===== config.mk =====
export PLATFORM = sky130hd
export DESIGN_NAME = muldiv_sched
export DESIGN_NICKNAME = d
export VERILOG_FILES = /design/src/rtl/muldiv_sched_pkg.sv /design/src/rtl/muldiv_sched_rr_arbiter.sv /design/src/rtl/muldiv_sched.sv
export SDC_FILE = /design/constraint.sdc
export NUM_CORES = 1
export LEC_CHECK = 0
export BUFFER_PORTS_ARGS = -buffer_cell sky130_fd_sc_hd__buf_2
export CAP_MARGIN = 25
export CORE_AREA = 2 2 108 110
export CTS_CLUSTER_DIAMETER = 50
export CTS_CLUSTER_SIZE = 14
export DETAILED_ROUTE_END_ITERATION = 16
export DIE_AREA = 0 0 110 112
export PLACE_DENSITY = 0.76
export SETUP_SLACK_MARGIN = 0.2
export SLEW_MARGIN = 20
export SYNTH_ARGS = -nofsm -noshare
export SYNTH_HDL_FRONTEND = slang
export SYNTH_SLANG_ARGS = --single-unit

===== constraint.sdc =====
create_clock -name clk_i -period 2.12 [get_ports clk_i]
set_input_delay 0.212 -clock clk_i [delete_from_list [all_inputs] [get_ports clk_i]]
set_output_delay 0.212 -clock clk_i [all_outputs]
set_load 0.01 [all_outputs]

===== src/rtl/muldiv_sched_pkg.sv =====
`default_nettype none
// ============================================================================
// Module      : muldiv_sched_pkg
// Description : Muldiv op encodings and scheduler state encodings.
// Revision    : 1.0 - initial release
// ============================================================================
package muldiv_sched_pkg;

  localparam int OP_W   = 3;
  localparam int DATA_W = 32;

  // Muldiv op codes, shared with the ALU MULDIV section
  localparam logic [OP_W-1:0] OP_MUL    = 3'b000;
  localparam logic [OP_W-1:0] OP_MULH   = 3'b001;
  localparam logic [OP_W-1:0] OP_MULHSU = 3'b010;
  localparam logic [OP_W-1:0] OP_MULHU  = 3'b011;
  localparam logic [OP_W-1:0] OP_DIV    = 3'b100;
  localparam logic [OP_W-1:0] OP_DIVU   = 3'b101;
  localparam logic [OP_W-1:0] OP_REM    = 3'b110;
  localparam logic [OP_W-1:0] OP_REMU   = 3'b111;

  typedef enum logic [1:0] {
    ST_IDLE = 2'd0,
    ST_RUN  = 2'd1,
    ST_RESP = 2'd2
  } sched_state_e;

endpackage
`default_nettype wire


===== src/rtl/muldiv_sched_rr_arbiter.sv =====
`default_nettype none
// ============================================================================
// Module      : rr_arbiter
// Description : Combinational round-robin arbiter; searches from ptr+1.
// Revision    : 1.0 - initial release
// ============================================================================
module rr_arbiter #(
  parameter int N = 2
) (
  input  logic [N-1:0]         req,
  input  logic [$clog2(N)-1:0] ptr,
  output logic [N-1:0]         grant
);

  localparam int PTR_W = $clog2(N);

  logic             w_found;
  logic [PTR_W-1:0] w_idx;

  always_comb begin
    grant   = '0;
    w_found = 1'b0;
    w_idx   = '0;
    // Offsets 1..N visit every requester once, ending at the last grant
    for (int i = 1; i <= N; i++) begin
      w_idx = PTR_W'((int'(ptr) + i) % N);
      if (!w_found && req[w_idx]) begin
        grant[w_idx] = 1'b1;
        w_found      = 1'b1;
      end
    end
  end

endmodule
`default_nettype wire


===== src/rtl/muldiv_sched.sv =====
`default_nettype none
// ============================================================================
// Module      : muldiv_sched
// Description : Round-robin sharing of one multi-cycle muldiv unit among N_REQ requesters.
// Revision    : 1.0 - initial release
// ============================================================================
module muldiv_sched
  import muldiv_sched_pkg::*;
#(
  parameter int N_REQ = 2
) (
  input  logic                    clk_i,
  input  logic                    rst_i,
  input  logic [N_REQ-1:0]        req_valid_i,
  output logic [N_REQ-1:0]        req_ready_o,
  input  logic [OP_W*N_REQ-1:0]   req_op_i,
  input  logic [DATA_W*N_REQ-1:0] req_num1_i,
  input  logic [DATA_W*N_REQ-1:0] req_num2_i,
  input  logic [N_REQ-1:0]        flush_i,
  output logic [N_REQ-1:0]        rsp_valid_o,
  input  logic [N_REQ-1:0]        rsp_ready_i,
  output logic [DATA_W-1:0]       rsp_result_o,
  output logic [OP_W-1:0]         md_op_o,
  output logic                    md_valid_o,
  output logic [DATA_W-1:0]       md_num1_o,
  output logic [DATA_W-1:0]       md_num2_o,
  input  logic                    md_busy_i,
  input  logic [DATA_W-1:0]       md_result_i,
  output logic                    busy_o
);

  localparam int PTR_W = $clog2(N_REQ);

  sched_state_e      r_state, w_state_nxt;
  logic [PTR_W-1:0]  r_ptr, r_owner, w_sel_idx;
  logic [OP_W-1:0]   r_op, w_sel_op;
  logic [DATA_W-1:0] r_num1, r_num2, r_result, w_sel_num1, w_sel_num2;
  logic              r_md_valid, r_kill, r_first;
  logic [N_REQ-1:0]  w_req, w_grant, w_owner_oh;
  logic              w_hs, w_done, w_owner_flush;

  // A requester flushing in the same cycle is not eligible for a grant
  assign w_req = req_valid_i & ~flush_i;

  rr_arbiter #(.N(N_REQ)) u_arb (
    .req   (w_req),
    .ptr   (r_ptr),
    .grant (w_grant)
  );

  always_comb begin
    w_sel_idx  = '0;
    w_sel_op   = '0;
    w_sel_num1 = '0;
    w_sel_num2 = '0;
    for (int i = 0; i < N_REQ; i++) begin
      if (w_grant[i]) begin
        w_sel_idx  = PTR_W'(i);
        w_sel_op   = req_op_i[i*OP_W +: OP_W];
        w_sel_num1 = req_num1_i[i*DATA_W +: DATA_W];
        w_sel_num2 = req_num2_i[i*DATA_W +: DATA_W];
      end
    end
  end

  always_comb begin
    w_owner_oh = '0;
    for (int i = 0; i < N_REQ; i++) begin
      w_owner_oh[i] = (PTR_W'(i) == r_owner);
    end
  end

  assign w_owner_flush = flush_i[r_owner];
  assign w_hs          = (r_state == ST_IDLE) && (|w_grant);
  // The unit already reports busy in the entry cycle, so that cycle is skipped
  assign w_done        = (r_state == ST_RUN) && !r_first && !md_busy_i;

  always_comb begin
    w_state_nxt = r_state;
    req_ready_o = '0;
    rsp_valid_o = '0;
    case (r_state)
      ST_IDLE: begin
        req_ready_o = w_grant;
        if (w_hs) w_state_nxt = ST_RUN;
      end
      ST_RUN: begin
        if (w_done) w_state_nxt = (r_kill || w_owner_flush) ? ST_IDLE : ST_RESP;
      end
      ST_RESP: begin
        rsp_valid_o = w_owner_oh;
        if (rsp_ready_i[r_owner] || w_owner_flush) w_state_nxt = ST_IDLE;
      end
      default: w_state_nxt = ST_IDLE;
    endcase
  end

  always_ff @(posedge clk_i or negedge rst_i) begin
    if (!rst_i) r_state <= ST_IDLE;
    else        r_state <= w_state_nxt;
  end

  always_ff @(posedge clk_i or negedge rst_i) begin
    if (!rst_i) begin
      r_ptr      <= PTR_W'(N_REQ - 1);
      r_owner    <= '0;
      r_op       <= '0;
      r_num1     <= '0;
      r_num2     <= '0;
      r_result   <= '0;
      r_md_valid <= 1'b0;
      r_kill     <= 1'b0;
      r_first    <= 1'b0;
    end else begin
      r_first <= w_hs;
      if (w_hs) begin
        r_ptr      <= w_sel_idx;
        r_owner    <= w_sel_idx;
        r_op       <= w_sel_op;
        r_num1     <= w_sel_num1;
        r_num2     <= w_sel_num2;
        r_md_valid <= 1'b1;
      end
      // Dropping valid right after completion keeps the unit from restarting
      if (w_done) begin
        r_result   <= md_result_i;
        r_md_valid <= 1'b0;
      end
      if (w_state_nxt == ST_IDLE)                    r_kill <= 1'b0;
      else if (r_state == ST_RUN && w_owner_flush)   r_kill <= 1'b1;
    end
  end

  assign md_valid_o   = r_md_valid;
  assign md_op_o      = r_op;
  assign md_num1_o    = r_num1;
  assign md_num2_o    = r_num2;
  assign rsp_result_o = r_result;
  assign busy_o       = (r_state != ST_IDLE);

endmodule
`default_nettype wire


# After elaboration in Yosys (flattened, before gate mapping)

Index checks and enable logic that the tools add are counted.

Bits in registers: 106
Output and inout port bits: 105

Reductions and logical operators: 18
Multiplexer cells: 33
Equal/unequal tests: 2
Bitwise gates (word level): 4
Add/sub/neg operators: 2
$lt $le $gt $ge: 5

Operators by type and width:

| cell                                                                          | count |
|---|---|
| 32-bit two-way mux                                                            | 4 |
| 1-bit two-way mux                                                             | 16 |
| 2-bit two-way mux                                                             | 8 |
| 1-bit logical AND                                                             | 7 |
| 1-bit by 2-bit less-than comparator with 1-bit output (second input constant) | 3 |
| 3-bit two-way mux                                                             | 2 |
| 2-bit case mux with 3 select lines                                            | 1 |
| 2-bit nonzero test                                                            | 3 |
| 2-bit logical NOT                                                             | 2 |
| 1-bit logical NOT                                                             | 3 |
| 1-bit adder (second input constant)                                           | 2 |
| 2-bit bitwise AND                                                             | 1 |
| 1-bit demux with 1-bit select                                                 | 2 |
| 2-bit by 1-bit equality test with 1-bit output (second input constant)        | 1 |
| 2-bit equality test (second input constant)                                   | 1 |
| 1-bit greater-or-equal comparator (second input constant)                     | 2 |
| 1-bit logical OR                                                              | 2 |
| 2-bit NOT                                                                     | 1 |
| 2-bit OR                                                                      | 1 |
| 2-bit OR reduction                                                            | 1 |
| 1-bit NOT                                                                     | 1 |

# Depth between registers and ports, before layout

Word-level depth: 14
Gate-level depth with buffers: 7
Gate-level depth less buffers: 5

# Cells and area by module

A second synthesis with hierarchy kept.

Cells, all modules: 489
Area total of the unflattened synthesis: 5149.9 um2

By module, submodules not included:

| module       | cells each | instances | area each (um2) |
|---|---|---|---|
| muldiv_sched | 486        | 1         | 5131.2 |
| rr_arbiter   | 3          | 1         | 18.8 |

# Least setup slack after synthesis

No wires, ideal clock.

Kind: reg2reg
From: register r_state[1]
To: register r_num2[0] (netlist: md_num2_o[0])
Path buffers: 3
Stages on the path, launching flop included: 8
Clock period less this slack: 1.595 ns
Path slack: 0.525 ns
Arrival: 1.457 ns
Cells stage by stage: dfrtp_1 -> or2_1 -> a21o_1 -> buf_2 -> buf_2 -> clkbuf_1 -> nand2_1 -> o21ai_0

Cells in the longest elaborated chain, start to end: 2

RTL lines:

| item                     | line                | source |
|---|---|---|
| start: declaration       | muldiv_sched.sv:34  | `sched_state_e r_state, w_state_nxt;` |
| start signal: assignment | muldiv_sched.sv:100 | `else r_state <= w_state_nxt;` |
| 2-bit logical NOT        | muldiv_sched.sv:74  | `assign w_hs = (r_state == ST_IDLE) && (\|w_grant);` |
| 1-bit logical AND        | muldiv_sched.sv:74  |  |
| end signal: assignment   | muldiv_sched.sv:121 | `r_num2 <= w_sel_num2;` |
| end: declaration         | muldiv_sched.sv:37  | `logic [DATA_W-1:0] r_num1, r_num2, r_result, w_sel_num1, w_sel_num2;` |

No other way between the ends.
A chain may end at the register's enable or synchronous reset.

# Final worst setup path

From: register r_state[1]
To: output req_ready_o[0]

Cells in the longest elaborated chain, start to end: 2

RTL lines:

| item              | line               | source |
|---|---|---|
| 2-bit logical NOT | muldiv_sched.sv:82 | `case (r_state)` |
| 2-bit two-way mux | muldiv_sched.sv:82 |  |
| end: declaration  | muldiv_sched.sv:15 | `output logic [N_REQ-1:0] req_ready_o,` |

No other way between the ends.

==> metrics.yaml <==
clocking:
  cts_setup_buffers: 0
  cts_max_path_buffers: 2
  cts_tree: "built"
  numClockSinks: 106
  clockRootBuffer: "clkbuf_16"
  cts.htree.levels: 3
  cts_buffers: 9
  path_clk_slew_ns: 0.07
  clkLatencyLatePin_ns: 0.33
hold_path:
  hold_path_class: "primary input to register"
  hold_start: "md_result_i[26]"
detailed_routing:
  drc_errors: 0
  drtIter0Drc: 256
  drt_wl_total_um: 13000
  avgRoutedWirePerCell_um: 15.9
  via_count: 4218
  viasPerCell: 5.16
  ant_nets: 0
  first_pass_iters: 4
synth:
  synthMostInstantiatedCell: "dfrtp_1"
  yosysTopAreaCell: "dfrtp_1"
  synth_cell_type_count: 24
  synthesis.nets: 577
  synth_area_um2: 4440
  synth-seq-cells: 106
  yosys-top-cells-count: "105 x dfrtp_1, 73 x o21ai_0, 69 x a22oi_1"
  synthFlopType: "dfrtp_1"
  ys_top_cells_by_area: "dfrtp_1 59%, a22oi_1 12%, mux2_2 8.4%"
  syn_inst: 402
  syn_avg_cell_area_um2: 11.1
  synth_edf_count: 0
  seq_area_frac_synth_pct: 59.7
  ys_warn_count: 0
  async_flop_share_pct: 100
  yosysTopAreaCellShare_pct: 59.1
finish:
  diodes: 0
  drive_above_1_share_pct: 51.1
  fillers: 981
  layout.nets: 846
  final_core_util_pct: 56.8
  area_delta_synth_final_pct: 42.9
  fin_area_um2: 6350
place:
  dpl_cell_area_um2: 6010
  hpwl_um: 9730
  port_buffers: 279
  routabilityCongestion: 0.847
timing:
  finalSetupTns_ns: 0
  setup_viol: 0
  hold-worst-slack_ns: 0.108
  rsz0062_at_grt: "false"
  fin_crit_sh_pct: 86.5
  hold_violations: 0
  fmax_ghz: 0.545
  fin_skew_ns: 0.00615
  period_minus_slack_ns: 1.83
  slew_headroom_pct: 71.3
  maxSlewViolCount: 0
  worst_slew_pin_slew_ns: 0.431
global_route:
  antenna_found_initial: 0
  gr-total-overflow: 0
  grt_pass1_vias: 4156
  grt_pass1_wl_um: 19900
  grt_max_degree: 60
  track_usage_pct: 20.8
die:
  die_h_um: 112
  core_area_um2: 11200
  start_util_pct: 39.8
  die_area_um2: 12300
  pin_count: 280
  die_x_um: 110
  num_rows: 39
status:
  status: "completed"
critical_path:
  cp.required_ns: 1.91
  crit_arrival_ns: 1.62
  crit_path_end_kind: "output port"
  worstSetupPathType: "register to output port"
  r2r_start: "r_state[1]"
  critPathLaunch: "r_state[1]"
  start_kind: "register"
  cp_max_fo: 38
pwr:
  power.leakage_nw: 3.22
  power_mw: 8.74
  ir_drop_mv: 0.695
  power_density_nw_per_um2: 1380
job:
  drv_cap: 0
-- path summary, 6_finish.rpt --
path / cells past startpoint / end / slack (ns)
min in group asynchronous: 2 / md_num2_o[14] / 0.34
max in group asynchronous: 3 / r_ptr / 1.13
min: 2 / rsp_result_o[26] / 0.11
max reg2reg: 5 / md_num2_o[0] / 0.49
max: 4 / req_ready_o[0] / 0.29
min reg2reg: 2 / md_num1_o[1] / 0.48
-- state kept, by name (all words and copies together) (netlist names) --
name,cells
rsp_result_o,32
md_valid_o,1
md_op_o,3
r_kill,1
r_first,1
r_state,2
r_ptr,1
r_owner,1
md_num1_o,32
md_num2_o,32
-- power by group --
part | total (mW) | switching, mW | internal [mW]
clock network | 1.78 | 0.688 | 1.09
logic | 3.42 | 1.91 | 1.51
registers | 3.54 | 0.534 | 3.01
-- critical path, stage by stage, from the launching register on --
cell and delay (ns):
dfrtp_2 0.46, or2_2 0.34, buf_6 0.20, nor2_1 0.13
buf_2 0.15
-- per-layer routing --
layer	wire (um)	share of wire (%)	global-route usage, %	vias up
met2	6830	52	37.5	190
met3	977	7.5	3.69	25
met1	4900	38	23.7	2023
met5	0	0	0	-
li1	-	-	-	1980
met4	316	2.4	8.69	0
-- per-stage QoR --
step | setup slack [ns] | std cells
floorplan | 0.525 | 402
global placement | 0.493 | 802
detailed placement | 0.417 | 802
CTS | 0.202 | 818
global route | 0.223 | 818
finish | 0.286 | 818
-- repair_timing --
action | in CTS | in global routing
endpoints found under the hold margin | 27 | 0
resized for setup | 0 | 2
setup endpoints to repair | 0 | 2
hold buffers | 1 | 0
-- logic make-up after synthesis --
family | after synthesis | synth area share (%)
AO/OA/AOI/OAI | 148 | 20.9
buffers and inverters | 35 | 3.21
flip-flops | 106 | 59.7
multiplexers | 34 | 8.59
AND/OR/NAND/NOR | 79 | 7.63
-- area by class of cell --
| type | instances | area (um2) | share of cell area, % |
|---|---|---|---|
| clock inverter | 4 | 73.8 | 1.16 |
| timing repair buffer | 291 | 1520 | 23.9 |
| clock buffer | 11 | 253 | 3.98 |
| inverter | 2 | 7.51 | 0.118 |
| tap | 143 | 179 | 2.82 |
| multi-input combinational | 261 | 1660 | 26.2 |
| sequential | 106 | 2660 | 41.8 |
-- cells in the final DEF (no fill, tap or decap), types with 2 or more instances in the layout --
cell type and n:
buf_2 278, dfrtp_1 104, o21ai_0 73, a22oi_1 69
nand2_1 67, mux2_2 33, clkbuf_16 9, buf_4 9
nor2_1 4, nand2b_1 2, inv_1 2, bufinv_16 2
clkbuf_8 2, buf_12 2
No activity file was read; power rests on OpenSTA's default activity.
